### config.mk
export PLATFORM = sky130hd
export DESIGN_NAME = execute_stage_flat
export DESIGN_NICKNAME = d
export VERILOG_FILES = /design/src/rtl/execute_stage_pkg.sv /design/src/rtl/execute_stage_if.sv /design/src/rtl/execute_stage_alu64.sv /design/src/rtl/execute_stage.sv /design/src/flat_wrapper.sv
export SDC_FILE = /design/constraint.sdc
export NUM_CORES = 1
export LEC_CHECK = 0
export ABC_AREA = 1
export BUFFER_PORTS_ARGS = -buffer_cell sky130_fd_sc_hd__buf_4
export CAP_MARGIN = 20
export CORE_ASPECT_RATIO = 0.75
export CORE_UTILIZATION = 50
export DETAILED_ROUTE_END_ITERATION = 7
export GPL_TIMING_DRIVEN = 1
export PLACE_DENSITY = 0.76
export SKIP_LAST_GASP = 1
export SYNTH_ARGS = -nofsm -noshare
export SYNTH_HDL_FRONTEND = slang
export SYNTH_SLANG_ARGS = --single-unit
### constraint.sdc
create_clock -name clk -period 9.6 [get_ports clk]
set_input_delay 1.44 -clock clk [delete_from_list [all_inputs] [get_ports clk]]
set_output_delay 1.44 -clock clk [all_outputs]
set_load 0.005 [all_outputs]
### src/rtl/execute_stage_pkg.sv
`default_nettype none
// +----------------------------------------------------------------------------+
// | Package   : y86_pkg                                                        |
// | Purpose   : Shared Y86-64 constants and types for the execute stage:       |
// |             icodes, ALU functions, condition selectors, status codes,      |
// |             the "no register" id, the registered result record and the     |
// |             branch/cmov condition evaluator.                               |
// | Revision  : 1.0 - initial release                                          |
// +----------------------------------------------------------------------------+
package y86_pkg;

  // Instruction codes
  localparam logic [3:0] HALT   = 4'h0;
  localparam logic [3:0] NOP    = 4'h1;
  localparam logic [3:0] RRMOVQ = 4'h2;  // also cmovXX
  localparam logic [3:0] IRMOVQ = 4'h3;
  localparam logic [3:0] RMMOVQ = 4'h4;
  localparam logic [3:0] MRMOVQ = 4'h5;
  localparam logic [3:0] OPQ    = 4'h6;
  localparam logic [3:0] JXX    = 4'h7;
  localparam logic [3:0] CALL   = 4'h8;
  localparam logic [3:0] RET    = 4'h9;
  localparam logic [3:0] PUSHQ  = 4'hA;
  localparam logic [3:0] POPQ   = 4'hB;

  // ALU functions, encoded as the OPq ifun values
  typedef enum logic [1:0] {
    ADD = 2'd0,
    SUB = 2'd1,
    AND = 2'd2,
    XOR = 2'd3
  } alu_fn_e;

  // Condition selectors (ifun of cmovXX / jXX)
  localparam logic [3:0] C_YES = 4'h0;
  localparam logic [3:0] C_LE  = 4'h1;
  localparam logic [3:0] C_L   = 4'h2;
  localparam logic [3:0] C_E   = 4'h3;
  localparam logic [3:0] C_NE  = 4'h4;
  localparam logic [3:0] C_GE  = 4'h5;
  localparam logic [3:0] C_G   = 4'h6;

  // Status codes
  localparam logic [2:0] AOK = 3'd1;
  localparam logic [2:0] HLT = 3'd2;
  localparam logic [2:0] ADR = 3'd3;
  localparam logic [2:0] INS = 3'd4;

  localparam logic [3:0] RNONE = 4'hF;

  // Everything the memory stage receives for one instruction
  typedef struct packed {
    logic [2:0]  stat;
    logic [3:0]  icode;
    logic        cnd;
    logic [63:0] valE;
    logic [63:0] valA;
    logic [3:0]  dstE;
    logic [3:0]  dstM;
  } exec_res_t;

  localparam exec_res_t RES_RESET = '{stat: 3'd0, icode: 4'd0, cnd: 1'b0,
                                      valE: 64'd0, valA: 64'd0,
                                      dstE: RNONE, dstM: RNONE};

  // cc is {ZF, SF, OF}
  function automatic logic cond_eval(input logic [3:0] ifun, input logic [2:0] cc);
    logic zf, sf, of;
    logic res;
    {zf, sf, of} = cc;
    case (ifun)
      C_YES:   res = 1'b1;
      C_LE:    res = (sf ^ of) | zf;
      C_L:     res = sf ^ of;
      C_E:     res = zf;
      C_NE:    res = ~zf;
      C_GE:    res = ~(sf ^ of);
      C_G:     res = ~(sf ^ of) & ~zf;
      default: res = 1'b0;
    endcase
    return res;
  endfunction

endpackage
`default_nettype wire

### src/rtl/execute_stage_if.sv
`default_nettype none
// +----------------------------------------------------------------------------+
// | Interface : execute_stage_if                                               |
// | Purpose   : Decode->execute and execute->memory handshakes plus the        |
// |             condition-code view.                                           |
// |   master : producer side (drives in_*, out_ready)                          |
// |   slave  : execute stage (drives in_ready, out_*, cc)                      |
// | Revision  : 1.0 - initial release                                          |
// +----------------------------------------------------------------------------+
interface execute_stage_if;
  logic        in_valid;
  logic        in_ready;
  logic [2:0]  in_stat;
  logic [3:0]  in_icode;
  logic [3:0]  in_ifun;
  logic [63:0] in_valA;
  logic [63:0] in_valB;
  logic [63:0] in_valC;
  logic [3:0]  in_dstE;
  logic [3:0]  in_dstM;

  logic        out_valid;
  logic        out_ready;
  logic [2:0]  out_stat;
  logic [3:0]  out_icode;
  logic        out_cnd;
  logic [63:0] out_valE;
  logic [63:0] out_valA;
  logic [3:0]  out_dstE;
  logic [3:0]  out_dstM;

  logic [2:0]  cc;

  modport master (
    output in_valid, in_stat, in_icode, in_ifun, in_valA, in_valB, in_valC,
           in_dstE, in_dstM, out_ready,
    input  in_ready, out_valid, out_stat, out_icode, out_cnd, out_valE,
           out_valA, out_dstE, out_dstM, cc
  );

  modport slave (
    input  in_valid, in_stat, in_icode, in_ifun, in_valA, in_valB, in_valC,
           in_dstE, in_dstM, out_ready,
    output in_ready, out_valid, out_stat, out_icode, out_cnd, out_valE,
           out_valA, out_dstE, out_dstM, cc
  );
endinterface
`default_nettype wire

### src/rtl/execute_stage_alu64.sv
`default_nettype none
// +----------------------------------------------------------------------------+
// | Module    : alu64                                                          |
// | Purpose   : Combinational 64-bit ALU (add/sub/and/xor) with Y86 flags.     |
// |   aluA_i, aluB_i : operands (SUB computes aluB - aluA)                     |
// |   fn_i           : ALU function                                            |
// |   valE_o         : result; zf_o/sf_o/of_o : flags for this result          |
// | Revision  : 1.0 - initial release                                          |
// +----------------------------------------------------------------------------+
module alu64
  import y86_pkg::*;
(
  input  logic [63:0] aluA_i,
  input  logic [63:0] aluB_i,
  input  alu_fn_e     fn_i,
  output logic [63:0] valE_o,
  output logic        zf_o,
  output logic        sf_o,
  output logic        of_o
);

  logic [63:0] sum;
  logic [63:0] diff;

  assign sum  = aluB_i + aluA_i;
  assign diff = aluB_i - aluA_i;

  always_comb begin
    valE_o = sum;
    of_o   = 1'b0;
    case (fn_i)
      ADD: begin
        valE_o = sum;
        // Same-sign operands producing a result of the other sign
        of_o   = (aluA_i[63] == aluB_i[63]) && (sum[63] != aluA_i[63]);
      end
      SUB: begin
        valE_o = diff;
        of_o   = (aluA_i[63] != aluB_i[63]) && (diff[63] != aluB_i[63]);
      end
      AND:     valE_o = aluA_i & aluB_i;
      XOR:     valE_o = aluA_i ^ aluB_i;
      default: valE_o = sum;
    endcase
  end

  assign zf_o = (valE_o == 64'd0);
  assign sf_o = valE_o[63];

endmodule
`default_nettype wire

### src/rtl/execute_stage.sv
`default_nettype none
// +----------------------------------------------------------------------------+
// | Module    : execute_stage                                                  |
// | Purpose   : Y86-64 execute stage. Selects ALU operands, computes valE,     |
// |             owns the condition codes, evaluates Cnd for cmovXX/jXX, holds  |
// |             a halt latch and registers the result for the memory stage.    |
// |   clk, rst : clock, asynchronous active-high reset                         |
// |   bus      : execute_stage_if.slave (in_* handshake, out_* handshake, cc)  |
// | Option    : EXEC_SKID_BUF_EN adds a one-entry skid buffer behind the       |
// |             output register and makes in_ready a register output.          |
// | Revision  : 1.0 - initial release                                          |
// +----------------------------------------------------------------------------+
module execute_stage
  import y86_pkg::*;
(
  input  logic             clk,
  input  logic             rst,
  execute_stage_if.slave   bus
);

  logic [63:0] alu_a, alu_b, alu_val_e;
  alu_fn_e     alu_fn;
  logic        alu_zf, alu_sf, alu_of;
  logic        cnd;
  logic        accept;
  logic        in_ready;
  exec_res_t   res_new;

  logic [2:0]  cc_q, cc_d;
  logic        halted_q, halted_d;
  exec_res_t   out_q, out_d;
  logic        out_valid_q, out_valid_d;

  // Operand selection
  always_comb begin
    alu_a = 64'd0;
    alu_b = 64'd0;
    case (bus.in_icode)
      RRMOVQ, OPQ:            alu_a = bus.in_valA;
      IRMOVQ, RMMOVQ, MRMOVQ: alu_a = bus.in_valC;
      CALL, PUSHQ:            alu_a = -64'd8;
      RET, POPQ:              alu_a = 64'd8;
      default:                alu_a = 64'd0;
    endcase
    case (bus.in_icode)
      RMMOVQ, MRMOVQ, OPQ, CALL, RET, PUSHQ, POPQ: alu_b = bus.in_valB;
      default:                                     alu_b = 64'd0;
    endcase
  end

  assign alu_fn = (bus.in_icode == OPQ) ? alu_fn_e'(bus.in_ifun[1:0]) : ADD;

  alu64 u_alu (
    .aluA_i (alu_a),
    .aluB_i (alu_b),
    .fn_i   (alu_fn),
    .valE_o (alu_val_e),
    .zf_o   (alu_zf),
    .sf_o   (alu_sf),
    .of_o   (alu_of)
  );

  // Cnd sees the flags as they stand before this instruction is applied
  assign cnd = cond_eval(bus.in_ifun, cc_q);

  always_comb begin
    res_new       = RES_RESET;
    res_new.stat  = bus.in_stat;
    res_new.icode = bus.in_icode;
    res_new.cnd   = ((bus.in_icode == RRMOVQ) || (bus.in_icode == JXX)) ? cnd : 1'b1;
    res_new.valE  = alu_val_e;
    res_new.valA  = bus.in_valA;
    // A cmov that is not taken writes no register
    res_new.dstE  = ((bus.in_icode == RRMOVQ) && !cnd) ? RNONE : bus.in_dstE;
    res_new.dstM  = bus.in_dstM;
  end

  assign cc_d     = (accept && (bus.in_icode == OPQ) && (bus.in_stat == AOK))
                    ? {alu_zf, alu_sf, alu_of} : cc_q;
  assign halted_d = halted_q | (accept && (bus.in_stat != AOK));

`ifdef EXEC_SKID_BUF_EN
  exec_res_t skid_q, skid_d;
  logic      skid_valid_q, skid_valid_d;
  logic      in_ready_q, in_ready_d;

  assign in_ready = in_ready_q;
  assign accept   = bus.in_valid && in_ready_q;

  // in_ready_q is only high while the skid entry is empty, so an accept
  // never coincides with a pending skid entry.
  always_comb begin
    out_d        = out_q;
    out_valid_d  = out_valid_q;
    skid_d       = skid_q;
    skid_valid_d = skid_valid_q;
    if (!out_valid_q || bus.out_ready) begin
      if (skid_valid_q) begin
        out_d        = skid_q;
        out_valid_d  = 1'b1;
        skid_valid_d = 1'b0;
      end else if (accept) begin
        out_d       = res_new;
        out_valid_d = 1'b1;
      end else begin
        out_valid_d = 1'b0;
      end
    end else if (accept) begin
      skid_d       = res_new;
      skid_valid_d = 1'b1;
    end
    in_ready_d = !halted_d && !skid_valid_d;
  end

  always_ff @(posedge clk or posedge rst) begin
    if (rst) begin
      skid_q       <= RES_RESET;
      skid_valid_q <= 1'b0;
      in_ready_q   <= 1'b1;
    end else begin
      skid_q       <= skid_d;
      skid_valid_q <= skid_valid_d;
      in_ready_q   <= in_ready_d;
    end
  end
`else
  assign in_ready = !halted_q && (!out_valid_q || bus.out_ready);
  assign accept   = bus.in_valid && in_ready;

  always_comb begin
    out_d       = out_q;
    out_valid_d = out_valid_q;
    if (accept) begin
      out_d       = res_new;
      out_valid_d = 1'b1;
    end else if (bus.out_ready) begin
      out_valid_d = 1'b0;
    end
  end
`endif

  always_ff @(posedge clk or posedge rst) begin
    if (rst) begin
      cc_q        <= 3'b100;
      halted_q    <= 1'b0;
      out_q       <= RES_RESET;
      out_valid_q <= 1'b0;
    end else begin
      cc_q        <= cc_d;
      halted_q    <= halted_d;
      out_q       <= out_d;
      out_valid_q <= out_valid_d;
    end
  end

  assign bus.in_ready  = in_ready;
  assign bus.out_valid = out_valid_q;
  assign bus.out_stat  = out_q.stat;
  assign bus.out_icode = out_q.icode;
  assign bus.out_cnd   = out_q.cnd;
  assign bus.out_valE  = out_q.valE;
  assign bus.out_valA  = out_q.valA;
  assign bus.out_dstE  = out_q.dstE;
  assign bus.out_dstM  = out_q.dstM;
  assign bus.cc        = cc_q;

endmodule
`default_nettype wire

### src/flat_wrapper.sv
// flat-port wrapper written by rule: the top's interface ports become plain ports
module execute_stage_flat import y86_pkg::*;
  (clk, rst, bus_in_valid, bus_in_stat, bus_in_icode, bus_in_ifun, bus_in_valA, bus_in_valB, bus_in_valC, bus_in_dstE, bus_in_dstM, bus_out_ready, bus_in_ready, bus_out_valid, bus_out_stat, bus_out_icode, bus_out_cnd, bus_out_valE, bus_out_valA, bus_out_dstE, bus_out_dstM, bus_cc);
  execute_stage_if bus_i ();
  input  logic clk;
  input  logic rst;
  input wire logic [$bits(bus_i.in_valid)-1:0] bus_in_valid;
  input wire logic [$bits(bus_i.in_stat)-1:0] bus_in_stat;
  input wire logic [$bits(bus_i.in_icode)-1:0] bus_in_icode;
  input wire logic [$bits(bus_i.in_ifun)-1:0] bus_in_ifun;
  input wire logic [$bits(bus_i.in_valA)-1:0] bus_in_valA;
  input wire logic [$bits(bus_i.in_valB)-1:0] bus_in_valB;
  input wire logic [$bits(bus_i.in_valC)-1:0] bus_in_valC;
  input wire logic [$bits(bus_i.in_dstE)-1:0] bus_in_dstE;
  input wire logic [$bits(bus_i.in_dstM)-1:0] bus_in_dstM;
  input wire logic [$bits(bus_i.out_ready)-1:0] bus_out_ready;
  output wire logic [$bits(bus_i.in_ready)-1:0] bus_in_ready;
  output wire logic [$bits(bus_i.out_valid)-1:0] bus_out_valid;
  output wire logic [$bits(bus_i.out_stat)-1:0] bus_out_stat;
  output wire logic [$bits(bus_i.out_icode)-1:0] bus_out_icode;
  output wire logic [$bits(bus_i.out_cnd)-1:0] bus_out_cnd;
  output wire logic [$bits(bus_i.out_valE)-1:0] bus_out_valE;
  output wire logic [$bits(bus_i.out_valA)-1:0] bus_out_valA;
  output wire logic [$bits(bus_i.out_dstE)-1:0] bus_out_dstE;
  output wire logic [$bits(bus_i.out_dstM)-1:0] bus_out_dstM;
  output wire logic [$bits(bus_i.cc)-1:0] bus_cc;
  assign bus_i.in_valid = bus_in_valid;
  assign bus_i.in_stat = bus_in_stat;
  assign bus_i.in_icode = bus_in_icode;
  assign bus_i.in_ifun = bus_in_ifun;
  assign bus_i.in_valA = bus_in_valA;
  assign bus_i.in_valB = bus_in_valB;
  assign bus_i.in_valC = bus_in_valC;
  assign bus_i.in_dstE = bus_in_dstE;
  assign bus_i.in_dstM = bus_in_dstM;
  assign bus_i.out_ready = bus_out_ready;
  assign bus_in_ready = bus_i.in_ready;
  assign bus_out_valid = bus_i.out_valid;
  assign bus_out_stat = bus_i.out_stat;
  assign bus_out_icode = bus_i.out_icode;
  assign bus_out_cnd = bus_i.out_cnd;
  assign bus_out_valE = bus_i.out_valE;
  assign bus_out_valA = bus_i.out_valA;
  assign bus_out_dstE = bus_i.out_dstE;
  assign bus_out_dstM = bus_i.out_dstM;
  assign bus_cc = bus_i.cc;
  execute_stage u_core (.clk(clk), .rst(rst), .bus(bus_i));
endmodule
# Word-level counts from Yosys, hierarchy flattened
# Index checks and enable logic that the tools add are counted.
dict set report word_totals {
  register_bits 149
  latchBits 0
  mem_bits_rw 0
  mem_bits_ro 0
  in_bits 215
  output_inout_bits 149
  wordCells 77
  memories 0
}
dict set report classes {
  addsub 2
  n_mul 0
  div 0
  magnitude_cmp 0
  n_eq_ne 25
  shift 0
  mux 10
  bitwise_logic 8
  reduce_logical 22
}
# op count
set ops {}
lappend ops {{$pmux 64 s4} 2}
lappend ops {{$add 64x64->64} 1}
lappend ops {{$and 64x64->64} 1}
lappend ops {{$logic_not 64->1} 1}
lappend ops {{$mux 64} 1}
lappend ops {{$sub 64x64->64} 1}
lappend ops {{$xor 64x64->64} 1}
lappend ops {{$eq 4x3->1 const B} 7}
lappend ops {{$eq 4x2->1 const B} 4}
lappend ops {{$eq 4x4->1 const B} 4}
lappend ops {{$logic_and 1x1->1} 8}
lappend ops {{$pmux 1 s7} 1}
lappend ops {{$reduce_or 7->1} 1}
lappend ops {{$reduce_or 2->1} 3}
lappend ops {{$eq 2x2->1 const B} 2}
lappend ops {{$eq 4x1->1 const B} 1}
lappend ops {{$logic_not 4->1} 1}
lappend ops {{$mux 4} 1}
lappend ops {{$eq 3x1->1 const B} 1}
lappend ops {{$logic_not 1->1} 3}
lappend ops {{$mux 1} 3}
lappend ops {{$ne 1x1->1} 3}
lappend ops {{$ne 3x1->1 const B} 1}
lappend ops {{$reduce_or 3->1} 1}
lappend ops {{other kinds (11)} 14}

# Logic depth before layout (Yosys ltp)
# Gate-level depths: netlist of run 1.
dict set report depth {
  ltp_word 7
  depth_mapped 31
  depth_no_buf 31
}

# By module
# A second synthesis of run 1 with hierarchy kept.
dict set report hier_totals {
  hier_cells 3831
  area_unflattened_um2 21443.1
}
# module instances cells_each area_per_inst_um2 seq_area_each_um2
set by_module_without_submodules {}
lappend by_module_without_submodules {alu64 1 2876 14129.8 0.0}
lappend by_module_without_submodules {execute_stage 1 955 7313.3 3739.8}

# Worst setup path after synthesis of run 1
# OpenSTA, ideal clock, no wires.
dict set report synth_timing {
  kind {input to register}
  from {in bus_in_icode[0]}
  to {reg u_core.cc_q[2] (netlist: u_core.bus.cc[2])}
  setup_ns 0.060
  arrival_time_ns 4.593
  required_time_ns 9.540
  setup_slack_ns 4.947
  stages 30
  n_path_buf 1
  path_cell_list {inv_1 > nand2_1 > nor2_1 > clkbuf_1 > inv_1 > o21ai_0 > ha_1 > inv_1 > fa_1 > inv_1 > nand2_1 > nand3_1 > nand3_1 > nand2_2 > nand2_2 > nand2_1 > nand2_2 > nand2_2 > nand2_2 > nand2_1 > nand2_1 > nand3_1 > nand2_1 > nand2_1 > nor2_1 > nor2_1 > nand3_1 > nor2_1 > nand2_1 > nand2_1}
}
dict set report synth_between {
  elab_chain_cells 6
  elab_cells_between_ends 29
  classes_between {add/sub: 2; eq/ne: 12; mux: 4; bitwise: 2; reduce/logical: 9}
}
# item line_no
set synth_rtl {}
lappend synth_rtl {{from (decl)} flat_wrapper.sv:9} ;# input wire logic [$bits(bus_i.in_icode)-1:0] bus_in_icode;
lappend synth_rtl {{$eq 4x2->1 (tied with other cells)} execute_stage.sv:38} ;# case (bus.in_icode)
lappend synth_rtl {{$reduce_or 3->1 (tied with other cells)} execute_stage.sv:38}
lappend synth_rtl {{$pmux 64 s4 / $mux 64 (equally long branches)} {execute_stage.sv:38, execute_stage.sv:45}}
lappend synth_rtl {{$sub 64x64->64 (tied with other cells)} execute_stage_alu64.sv:26} ;# assign diff = aluB_i - aluA_i;
lappend synth_rtl {{$pmux 64 s4} execute_stage_alu64.sv:31} ;# case (fn_i)
lappend synth_rtl {{$logic_not 64->1} execute_stage_alu64.sv:47} ;# assign zf_o = (valE_o == 64'd0);
lappend synth_rtl {{to (signal assigned)} execute_stage.sv:144} ;# cc_q <= 3'b100;
lappend synth_rtl {{to (signal assigned)} execute_stage.sv:149} ;# cc_q <= cc_d;
lappend synth_rtl {{to (decl)} execute_stage.sv:29} ;# logic [2:0] cc_q, cc_d;
# Parallel ways exist; a longest one is shown, timed or not.
# A chain may end at the register's enable or synchronous reset.

# Worst setup path after layout of run 1
# Same ends and word-level chain as after synthesis.

==> out/results.ini, run 1 <==
[layout]
area_growth_pct=17.7
antenna_cells=0
layout-drive-gt1-share=0.122
fillers=4282
final_nets=4505
stdcell_area_sq_mm=0.0245

[route]
drc=0
dr.pass1.iters=7
drt_iter0_drc=4098
postRouteAntennaNets=0
finalWirelength_mm=92.4
vias=26012
wire_per_inst_um=19.6
avgViaCountPerCell=5.51

[floorplan]
start_util=0.509
die_x_um=238
coreArea_sq_mm=0.0409
die_y_um=179
fp.dieArea_sq_mm=0.0424
num_rows=64
pin_count=364

[yosys]
yosysWarningCount=0
synthesis.nets=4213
synthTopCellsByArea=nand2_1, dfrtp_1, inv_1
ys_ff_latch=149
synth.top_cells.by_count=nand2_1, inv_1, nor2_1
seq_area_frac_synth=0.180
async_reset_ff_frac=1.00
synth_top_area_frac=0.270
synth_cells=3854
syn-mean-instance-area_sq_um=5.40
syn-cell-area_sq_mm=0.0208
yosysMostFrequentCell=nand2_1
ys_types=49
synth_edf_count=0
yosys_most_used_dff=dfrtp_1
synth_area_leader_cell=nand2_1

[timing]
tightest_slew_ns=0.997
holdWs_ns=0.469
finalSetupViolCount=0
max-slew-margin-rel=0.336
hold_violations=0
maxSlewViolCount=0
fin_setup_tns_ns=0
fin_crit_sh=0.660
layout_min_cycle_time_ns=6.34
rsz0062_at_grt=false
finalClockSkew_ns=0.0223
max_freq_mhz=158

[placed_design]
place_area_sq_mm=0.0239
portBuffers=363
hpwl_mm=76.5
gp_congestion=1.13

[pwr]
power_density_mw_per_mm2=159
leakage_nw=15.0
irDropWorstVdd_mv=0.131

[clocking]
cts.clk_slew.worst_paths_ns=0.07
cts_buffer_depth=2
h-tree-depth=4
cts.sink_count=149
root_buffer=clkbuf_16
cts_tree=yes
hold_buffers=0
cts-buffers-inserted=17
insertion_delay_ns=0.49
post-cts-setup-buffers=0
post_cts_resize_count=0

[critical_path]
cp-end-kind=flop
critPathKind=in -> reg
path_common_cell=nand2_1
cp_max_fo=31
start_kind=primary input
slowest_delay_ns=0.58
cp.required_ns=10.01
cp.arrival_ns=6.75
cp_slowest_cell=inv_2
reg2reg_depth=5

[global_routing]
grt_pass1_vias=22509
antenna_found_initial=2
grt_pass1_wl_mm=135
grt-ovfl-total=0
grt_max_degree=92
grtUsageTotal=0.428

[min_path]
hold_class=reg -> reg
holdPathStages=2

[run]
drv_cap=0

[run_status]
status=completed

[where the power goes]
| part | total [mW] | internal, mW | switching, mW |
|---|---|---|---|
| clock network | 0.743 | 0.427 | 0.315 |
| registers | 1.11 | 0.930 | 0.177 |
| logic | 2.06 | 0.836 | 1.22 |
| total | 3.91 | 2.19 | 1.71 |
[per-stage QoR]
| stage | utilization | setup slack, ns | total power, mW | cells |
|---|---|---|---|---|
| floorplan | - | 4.17 | 2.15 | 3854 |
| global placement | 0.583 | 3.04 | 3.07 | 4688 |
| detailed placement | 0.583 | 3.09 | 3.09 | 4688 |
| global route | 0.599 | 3.03 | 4.15 | 4720 |
| finish | 0.599 | 3.26 | 3.91 | 4720 |
| CTS | 0.599 | 3.57 | 3.85 | 4720 |
[cells by family (layout without fill, tap and decap cells)]
logic type / after synthesis / in the layout / share of synthesized area
buffers and inverters: 908 / 1213 / 0.170
DFF: 149 / 149 / 0.180
and+or+nand+nor: 2243 / 2243 / 0.437
AOI/OAI and AO/OA: 398 / 398 / 0.120
xor gates and xnor gates: 12 / 12 / 0.00505
adders and majority gates: 144 / 144 / 0.0873
[registers in the layout, summed over array words and instances, names as in the netlist]
name                  cells
u_core.bus.out_stat       3
u_core.bus.out_valE      64
u_core.bus.out_valA      64
u_core.bus.out_icode      4
u_core.bus.out_dstM       4
u_core.halted_q           1
u_core.bus.cc             3
u_core.bus.out_valid      1
u_core.bus.out_cnd        1
u_core.bus.out_dstE       4
[worst max-delay path, delay by kind of cell]
kind,cells,cell delay (ns)
adders and majority gates,2,0.83
buffers and inverters,5,1.41
AOI/OAI and AO/OA,1,0.18
and+or+nand+nor,22,2.83
[placed cells by master, fill, tap and decap left out, types with 3 or more instances in the layout]
cell and instances:
ha_1 142, clkbuf_16 17, nor2_2 19, nand3_2 8, nand2_1 1496, a21oi_1 131, o21bai_1 16, inv_6 4
o21ai_0 111, clkinv_4 3, a2bb2oi_1 4, xor2_1 11, buf_4 379, nand3b_1 22, nand3_1 234, o22ai_1 36
a221oi_2 11, inv_2 17, bufinv_16 3, nand2_2 15, o211ai_1 4, nor2_4 3, inv_1 782, a221oi_1 69
o21ai_1 7, nor2_1 372, dfrtp_1 140, nor3_1 30, dfstp_2 9, nand4_1 25, nor3_2 5, and2_1 4
[path summary, 6_finish.rpt]
kind                                   startpoint                       to  slack (ns)
max in group asynchronous                     rst  u_core.bus.out_valA[19]        7.17
max reg2reg                  u_core.bus.out_valid  u_core.bus.out_valE[45]        6.85
min                        u_core.bus.out_dstM[2]   u_core.bus.out_dstM[2]        0.47
min reg2reg                u_core.bus.out_dstM[2]   u_core.bus.out_dstM[2]        0.47
min in group asynchronous                     rst  u_core.bus.out_valA[59]        1.09
max                               bus_in_icode[0]         u_core.bus.cc[2]        3.26
[layer usage]
layer	routed length [um]	GRT usage	up-vias	share of wire
met1	40200	0.638	11580	0.44
met5	13	0	-	0.00014
li1	-	-	12401	-
met4	2450	0.115	2	0.027
met3	16400	0.168	173	0.18
met2	33300	0.552	1856	0.36
[layout make-up]
type | instances | area, sq um | area share
multi-input combinational | 2797 | 13600 | 0.554
sequential | 149 | 3740 | 0.153
inverter | 802 | 3020 | 0.123
timing repair buffer | 379 | 2850 | 0.116
tap | 561 | 702 | 0.0287
clock buffer | 20 | 457 | 0.0186
clock inverter | 12 | 166 | 0.00679
Note: power is estimated with default switching activity, not from simulation.
==> run 2, diff against run 1 <==
Clock period 9.6 ns to 6.3 ns, I/O delays scaled along.
==> out/results.ini, run 2 (synthesis results as in run 1) <==
[run_status]
status=finished, violations left  ; was completed
violations=DRC

[pwr]
power_frac_seq=0.280  ; was 0.283
power.total_mw=6.02  ; was 3.91 mW
power_switching_share=0.455  ; was 0.438
p_int_mw=3.28  ; was 2.19 mW
power_density_mw_per_mm2=245  ; was 159 mW/mm^2
comb_power_share=0.532  ; was 0.527
clock_power_share=0.188  ; was 0.190
irDropWorstVdd_mv=0.242  ; was 0.131 mV
leakage_nw=15.0  ; about the same
p_switching_mw=2.74  ; was 1.71 mW

[timing]
hold_violations=0  ; unchanged
max_freq_mhz=187
layout_min_cycle_time_ns=5.34
fin_crit_sh=0.848
finalWorstSetupSlack_ns=0.959  ; was 3.26 ns
tightest_slew_ns=1.13  ; was 0.997 ns
finalSetupViolCount=0  ; unchanged
holdWs_ns=0.472  ; was 0.469 ns
fin_setup_tns_ns=0  ; unchanged
maxSlewViolCount=0  ; unchanged
finalClockSkew_ns=0.0397  ; was 0.0223 ns
max-slew-margin-rel=0.247  ; was 0.336
rsz0062_at_grt=false  ; unchanged

[critical_path]
start_kind=primary input  ; unchanged
cp_top_family=simple AND/OR/NAND/NOR gates  ; unchanged
cp.required_ns=6.72  ; was 10.01 ns
rrSetupSlack_ns=3.51  ; was 6.85 ns
reg2reg_from=u_core.bus.out_valid  ; unchanged
critPathKind=in -> reg  ; unchanged
crit_buf_inv=5  ; unchanged
r2r_end=u_core.bus.out_valE[49]  ; was u_core.bus.out_valE[45]
slowest_delay_ns=0.61  ; was 0.58 ns
cp_slowest_cell=a221oi_1  ; was inv_2
cp_max_fo=10  ; was 31
cp-end-kind=flop  ; unchanged
path_common_cell=nand2_1  ; unchanged
reg2reg_depth=5  ; unchanged
cp.arrival_ns=5.76  ; was 6.75 ns

[floorplan]
die_x_um=238  ; unchanged
pin_count=364  ; unchanged
fp.dieArea_sq_mm=0.0424  ; unchanged
coreArea_sq_mm=0.0409  ; unchanged
start_util=0.509  ; unchanged
num_rows=64  ; unchanged
die_y_um=179  ; unchanged

[clocking]
cts-buffers-inserted=17  ; unchanged
insertion_delay_ns=0.51  ; was 0.49 ns
post-cts-setup-buffers=0  ; unchanged
hold_buffers=0  ; unchanged
cts.clk_slew.worst_paths_ns=0.08  ; was 0.07 ns
h-tree-depth=4  ; unchanged
cts_tree=yes  ; unchanged
post_cts_resize_count=0  ; unchanged
cts.sink_count=149  ; unchanged
cts_buffer_depth=2  ; unchanged
root_buffer=clkbuf_16  ; unchanged

[layout]
final_nets=4520  ; was 4,505
antenna_cells=0  ; unchanged
layout-drive-gt1-share=0.125  ; was 0.122
layout.cells.most_common_list=nand2_1, inv_1, buf_4, nor2_1, nand3_1  ; unchanged
final_core_util=0.601  ; was 0.599
finalNonFillerCells=4735  ; was 4,720
area_growth_pct=18.3  ; was 17.7%
layout_commonest_cell=nand2_1  ; unchanged
stdcell_area_sq_mm=0.0246  ; was 0.0245 sq mm

[global_routing]
antenna_found_initial=0  ; was 2
grt_pass1_wl_mm=141  ; was 135 mm
grt-ovfl-total=0  ; unchanged
grt_max_degree=110  ; was 92
grtUsageTotal=0.448  ; was 0.428
grt_pass1_vias=22830  ; was 22,509

[run]
drv_cap=0  ; unchanged

[min_path]
min_from=u_core.bus.out_dstM[2]  ; unchanged
min_to=u_core.bus.out_dstM[2]  ; unchanged
hold_class=reg -> reg  ; unchanged
holdPathStages=2  ; unchanged

[route]
dr.pass1.iters=8  ; was 7
vias=26138  ; was 26,012
drc=2  ; was 0
wire_per_inst_um=20.4  ; was 19.6 um
finalWirelength_mm=96.5  ; was 92.4 mm
postRouteAntennaNets=0  ; unchanged
drt_iter0_drc=4053  ; was 4,098
avgViaCountPerCell=5.52  ; was 5.51

[placed_design]
place_area_sq_mm=0.0240  ; was 0.0239 sq mm
dp_slack_ns=0.907  ; was 3.09 ns
portBuffers=363  ; unchanged
gp_congestion=1.18  ; was 1.13
dp_cells=4703  ; was 4,688
hpwl_mm=79.7  ; was 76.5 mm

[run 2: cell count changes in the layout (fill, tap and decap cells not counted)]
cell       change
buf_4         +13
buf_12         +2
bufinv_16      -2
clkinv_4       +2
clkinv_8       +2
inv_8          +2
clkbuf_1       -1
clkbuf_8       -1
clkinv_2       -1
inv_6          -1
[run 2: power by group through the flow]
stage | Clock (mW) | Sequential [mW] | Combinational [mW]
6_report | 1.13 | 1.68 | 3.21
5_1_grt | 1.16 | 1.73 | 3.49
4_1_cts | 1.12 | 1.68 | 3.10
3_5_place_dp | 0 | 1.67 | 3.09
3_3_place_gp | 0 | 1.67 | 3.06
2_1_floorplan | 0 | 1.69 | 1.59
[run 2: worst reg2reg max path: stages, from the launching register on]
cell	delay, ns
dfrtp_1	0.39
a21oi_1	0.14
nand2_4	0.16
buf_4	0.85
buf_4	0.77
o21ai_0	0.32
[run 2: how the worst max path moves through the flow]
| stage | startpoint | endpoint | slack, ns | depth (start not counted) |
|---|---|---|---|---|
| after detailed placement | bus_in_icode[0] | u_core.bus.cc[2] | 0.91 | 27 |
| after global routing | bus_in_icode[0] | u_core.bus.cc[2] | 0.80 | 27 |
| final | bus_in_icode[0] | u_core.bus.cc[2] | 0.96 | 27 |
| after CTS | bus_in_icode[0] | u_core.bus.cc[2] | 1.33 | 27 |
| after global placement | bus_in_icode[0] | u_core.bus.cc[2] | 0.75 | 27 |
| after floorplan | rst | u_core.bus.cc[0] | 1.36 | 1 |
[run 2: cell type report]
cell class | instances | area [sq um]
timing repair buffer | 394 | 2980
inverter | 802 | 3020
clock buffer | 18 | 439
sequential | 149 | 3740
multi-input combinational | 2797 | 13600
tap | 561 | 702
fill | 4233 | 16300
clock inverter | 14 | 165
[run 2: layer usage]
metal	part of all wire	vias up	GRT usage
li1	-	12406	-
met1	0.44	11737	0.665
met2	0.37	1870	0.579
met3	0.18	125	0.198
met4	0.019	0	0.0954
met5	0	-	0
